[src/rtl/axis_upsizer.sv]
// axis_upsizer: packs narrow AXI4-Stream words into wide beats.
// The number of narrow words per beat is set at runtime by cfg_data, and
// lanes above the last used one are zero-filled.
// Optional feature macro: AXIS_UPSIZER_TLAST_EN adds cfg_length / m_axis_tlast
// and a beat counter that marks the last beat of each packet.

module axis_upsizer #(
    parameter int unsigned S_AXIS_TDATA_WIDTH = 32,
    parameter int unsigned M_AXIS_TDATA_WIDTH = 128
) (
    input  logic                          aclk,
    input  logic                          areset,
    input  logic [15:0]                   cfg_data,
`ifdef AXIS_UPSIZER_TLAST_EN
    input  logic [15:0]                   cfg_length,
    output logic                          m_axis_tlast,
`endif
    input  logic [S_AXIS_TDATA_WIDTH-1:0] s_axis_tdata,
    input  logic                          s_axis_tvalid,
    output logic                          s_axis_tready,
    output logic [M_AXIS_TDATA_WIDTH-1:0] m_axis_tdata,
    output logic                          m_axis_tvalid,
    input  logic                          m_axis_tready
);

    localparam int unsigned RATIO      = M_AXIS_TDATA_WIDTH / S_AXIS_TDATA_WIDTH;
    localparam int unsigned CNTR_WIDTH = (RATIO > 1) ? $clog2(RATIO) : 1;
    localparam logic [CNTR_WIDTH-1:0] LAST_MAX = CNTR_WIDTH'(RATIO - 1);

    logic [CNTR_WIDTH-1:0]         cntr_q;
    logic [M_AXIS_TDATA_WIDTH-1:0] acc_q;
    logic [M_AXIS_TDATA_WIDTH-1:0] acc_wr;
    logic [M_AXIS_TDATA_WIDTH-1:0] beat_word;
    logic [CNTR_WIDTH-1:0]         cfg_lane;
    logic [CNTR_WIDTH-1:0]         last_eff;
    logic                          complete;
    logic                          accept;
    logic                          final_accept;

    // Only the low CNTR_WIDTH bits of cfg_data matter; the rest are ignored.
    logic unused_cfg;
    assign unused_cfg = ^cfg_data;

    // Beat-close decision; >= lets a mid-beat shrink of cfg_data close the beat.
    always_comb begin
        cfg_lane     = cfg_data[CNTR_WIDTH-1:0];
        last_eff     = (cfg_lane > LAST_MAX) ? LAST_MAX : cfg_lane;
        complete     = (cntr_q >= last_eff);
        accept       = s_axis_tvalid & s_axis_tready;
        final_accept = accept & complete;
    end

    // Non-final words never need the output register, so only a final word waits.
    assign s_axis_tready = ~complete | ~m_axis_tvalid | m_axis_tready;

    // Lane steering: accumulator write for non-final words, assembled beat for final ones.
    always_comb begin
        acc_wr    = acc_q;
        beat_word = '0;
        for (int unsigned k = 0; k < RATIO; k++) begin
            if (k < 32'(cntr_q)) begin
                beat_word[k*S_AXIS_TDATA_WIDTH +: S_AXIS_TDATA_WIDTH] =
                    acc_q[k*S_AXIS_TDATA_WIDTH +: S_AXIS_TDATA_WIDTH];
            end else if (k == 32'(cntr_q)) begin
                beat_word[k*S_AXIS_TDATA_WIDTH +: S_AXIS_TDATA_WIDTH] = s_axis_tdata;
            end
            if (k == 32'(cntr_q)) begin
                acc_wr[k*S_AXIS_TDATA_WIDTH +: S_AXIS_TDATA_WIDTH] = s_axis_tdata;
            end
        end
    end

    // Lane counter and accumulator; cleared after every beat so no stale lanes remain.
    always_ff @(posedge aclk) begin
        if (areset) begin
            cntr_q <= '0;
            acc_q  <= '0;
        end else if (accept) begin
            if (complete) begin
                cntr_q <= '0;
                acc_q  <= '0;
            end else begin
                cntr_q <= cntr_q + CNTR_WIDTH'(1);
                acc_q  <= acc_wr;
            end
        end
    end

`ifdef AXIS_UPSIZER_TLAST_EN
    logic [15:0] beat_cntr_q;
    logic        beat_last;

    assign beat_last = (beat_cntr_q >= cfg_length);

    // Packet beat counter; wraps on the beat that carries tlast.
    always_ff @(posedge aclk) begin
        if (areset) begin
            beat_cntr_q <= '0;
        end else if (final_accept) begin
            beat_cntr_q <= beat_last ? 16'd0 : beat_cntr_q + 16'd1;
        end
    end
`endif

    // Output register: reloads on a final accept, even while draining, for full rate.
    always_ff @(posedge aclk) begin
        if (areset) begin
            m_axis_tdata  <= '0;
            m_axis_tvalid <= 1'b0;
`ifdef AXIS_UPSIZER_TLAST_EN
            m_axis_tlast  <= 1'b0;
`endif
        end else if (final_accept) begin
            m_axis_tdata  <= beat_word;
            m_axis_tvalid <= 1'b1;
`ifdef AXIS_UPSIZER_TLAST_EN
            m_axis_tlast  <= beat_last;
`endif
        end else if (m_axis_tready) begin
            m_axis_tvalid <= 1'b0;
        end
    end

endmodule
[config.mk]
export PLATFORM = sky130hd
export DESIGN_NAME = axis_upsizer
export DESIGN_NICKNAME = d
export VERILOG_FILES = /design/src/rtl/axis_upsizer.sv
export SDC_FILE = /design/constraint.sdc
export NUM_CORES = 1
export LEC_CHECK = 0
export ABC_AREA = 1
export CAP_MARGIN = 30
export CORE_MARGIN = 1.5
export CORE_UTILIZATION = 45
export CTS_BUF_LIST = sky130_fd_sc_hd__clkbuf_16
export CTS_CLUSTER_DIAMETER = 30
export DETAILED_ROUTE_END_ITERATION = 7
export GPL_TIMING_DRIVEN = 0
export PLACE_DENSITY = 0.68
export SYNTH_ARGS = -nofsm -noshare
export SYNTH_HDL_FRONTEND = slang
export SYNTH_SLANG_ARGS = --single-unit
[constraint.sdc]
create_clock -name aclk -period 7 [get_ports aclk]
set_clock_uncertainty 0.2 [all_clocks]
set_input_delay 1.4 -clock aclk [delete_from_list [all_inputs] [get_ports aclk]]
set_output_delay 1.4 -clock aclk [all_outputs]
set_load 0.05 [all_outputs]
==> impl_metrics.env <==
export IMPL_track_usage=0.300
export IMPL_netlist_area_mm2=0.00978
export IMPL_ys_async_sr_fraction=0
export IMPL_critPathCaptureType="primary output"
export IMPL_drive_gt1_frac=0.0713
export IMPL_cts_sinks=227
export IMPL_via_per_inst=5.18
export IMPL_rsz0062_at_grt="no"
export IMPL_yosysWarnings=0
export IMPL_synth_top_area_cell="dfxtp_1"
export IMPL_crit_buf_inv=3
export IMPL_busiest_layer="met2"
export IMPL_met1_usage=0.399
export IMPL_drc=0
export IMPL_synthesis_nets=1508
export IMPL_place_worst_setup_slack_ns=1.67
export IMPL_synth_compound_area_frac=0.140
export IMPL_io_buffers=166
export IMPL_worstPathCellList="clkdlybuf4s50_1 -> inv_1 -> ha_1 -> nand2_1 -> nand3_2 -> nand2_4 -> clkdlybuf4s50_1"
export IMPL_cts_root_buffer="clkbuf_16"
export IMPL_place_congestion=0.932
export IMPL_setup_viol=0
export IMPL_stdcell_area_mm2=0.0132
export IMPL_yosysUniqueCellTypes=21
export IMPL_max_freq_mhz=186
export IMPL_worst_slack_ns=1.63
export IMPL_grt_overflow_total=0
export IMPL_syn_inst=1449
export IMPL_seq_area_frac_synth=0.465
export IMPL_fillers=1978
export IMPL_mostFrequentLayoutCell="nand2_1"
export IMPL_slew_violations=0
export IMPL_synthMuxAreaShare=0
export IMPL_peakVddDrop_mv=0.191
export IMPL_hold_violations=0
export IMPL_worstMarginPinSlew_ns=0.748
export IMPL_cts_max_level=2
export IMPL_wl_per_cell_um=17.2
export IMPL_antenna_found_initial=1
export IMPL_num_vias=10200
export IMPL_tritoncts="yes"
export IMPL_synth_top_family_by_area="simple AND/OR/NAND/NOR gates"
export IMPL_grt_use_met2=0.474
export IMPL_cap_violations=0
export IMPL_status="finished, final reports clean"
export IMPL_crit_slowest_cell="clkdlybuf4s50_1"
export IMPL_whs_ns=0.259
export IMPL_grt_max_degree=12
export IMPL_synth_area_leaders="dfxtp_1 (46%), nand2_1 (16%), nor2_1 (9.5%), a21oi_1 (7.0%), inv_1 (5.2%)"
export IMPL_dieHeight_um=150
export IMPL_cts_resized=0
export IMPL_cp_max_fo=8
export IMPL_die_x_um=150
export IMPL_dp_cells=1890
export IMPL_cellPowerDensity_mw_per_mm2=314
export IMPL_cp_required_ns=5.40
export IMPL_yosys_area_share_adder=0.00896
export IMPL_hold_path_class="reg -> reg"
export IMPL_cts_reportedPaths_clkPinSlew_ns=0.05
export IMPL_place_area_mm2=0.0118
export IMPL_layoutNonFillerInstCount=1973
export IMPL_core_area_mm2=0.0212
export IMPL_grt_first_pass_wirelength_mm=52.1
export IMPL_relSlewSlack=0.502
export IMPL_syn2layout_area_growth_pct=34.9
export IMPL_dieArea_mm2=0.0226
export IMPL_synth_seq_cells=227
export IMPL_avgSynthCellArea_um2=6.75
export IMPL_fin_crit_ns=5.37
export IMPL_grt_pass1_vias=9781
export IMPL_tns_ns=0
export IMPL_dp_hpwl_mm=23.3
export IMPL_slowest_delay_ns=0.88
export IMPL_cts_hold_buf=0
export IMPL_wl_mm=33.9
export IMPL_worstSkewPairLatency_ns=0.53
export IMPL_met3_usage=0.0648
export IMPL_io_pins=182
export IMPL_drt_iter0_markers=862
export IMPL_numCtsBuffers=45
export IMPL_nets=1721
export IMPL_num_rows=53
export IMPL_synth_edf_count=0
export IMPL_synth_xor_area_share=0
export IMPL_drt_pass1_iter_count=5
export IMPL_ys_flop_type="dfxtp_1"
export IMPL_multi_input_area_mm2=0.00424
export IMPL_floorplan_initialDensity=0.462
export IMPL_crit_path_frequent_cell="clkdlybuf4s50_1"
export IMPL_start_kind="primary input"
export IMPL_finalCritPeriodShare=0.767
export IMPL_detail_route_antenna_nets=0
export IMPL_post_cts_buffers=0
export IMPL_yosys_area_share_simple=0.284
export IMPL_cp_arrival_ns=3.77
export IMPL_critical_path_top_delay_family="buffers and inverters"
export IMPL_synth_top_cell_area_share=0.465
export IMPL_seq_area_mm2=0.00454
export IMPL_critPathKind="in -> out"
export IMPL_layout_common_cells="nand2_1 (421), nor2_1 (247), dfxtp_1 (227), clkdlybuf4s50_1 (166), inv_1 (145)"
export IMPL_p_leak_uw=0.00574
export IMPL_cts_buffer_depth=3
## state kept, by name, summed over array words and instances, names as in the netlist
register and flops:
m_axis_tdata 128, acc_q 96, cntr_q 2, m_axis_tvalid 1
## layer usage
metal,part of all wire,routed length (um)
met1,0.44,15000
met2,0.44,15100
met3,0.085,2900
met4,0.029,970
met5,0,0
## worst reg2reg max path, cell delays in order, from the launching register on
cell      delay (ns)
dfxtp_1         0.36
buf_2           0.21
inv_1           0.10
buf_2           0.26
clkbuf_1        0.53
ha_1            0.26
clkbuf_1        0.27
inv_1           0.22
nand4_1         0.15
nand3_2         0.13
clkbuf_1        0.32
nor2_1          0.20
nor2_1          0.06
## through the flow
stage | power [uW] | util
floorplan | 1930 | -
global placement | 2180 | 0.557
detailed placement | 2190 | 0.557
CTS | 4140 | 0.623
global route | 4300 | 0.623
finish | 4140 | 0.623
## synth_stat cells, types with 10 or more instances
master,count
clkbuf_1,44
inv_1,136
o21ai_1,16
buf_2,33
a21oi_1,136
nor2_1,247
o21ai_0,76
nand3_1,30
dfxtp_1,227
nand2_1,421
buf_1,10
buf_4,14
o22ai_1,32
## layout make-up
class,instances,area share
multi-input combinational,983,0.321
clock inverter,35,0.0172
antenna,1,0.000190
buffer,102,0.0367
clock buffer,47,0.0892
sequential,227,0.345
inverter,137,0.0390
timing repair buffer,166,0.126
tap,275,0.0261
## path summary, 6_finish.rpt
path / slack, ns / startpoint / cells past startpoint / endpoint
hold reg to reg: 0.26 / acc_q[54] / 2 / acc_q[54]
setup / recovery: 1.63 / cfg_data[1] / 7 / s_axis_tready
setup reg to reg: 3.62 / cntr_q[1] / 12 / acc_q[51]
hold / removal: 0.26 / acc_q[54] / 2 / acc_q[54]
## logic make-up after synthesis
logic type	after synthesis
AO/OA/AOI/OAI	264
adder cells (fa/ha/maj)	7
buffers and inverters	239
flip-flops	227
AND/OR/NAND/NOR	712
## where the power goes
group	switching, uW	internal, uW
clock network	687	1280
logic	532	220
registers	35.5	1390
No activity file was read; power rests on OpenSTA's default activity.
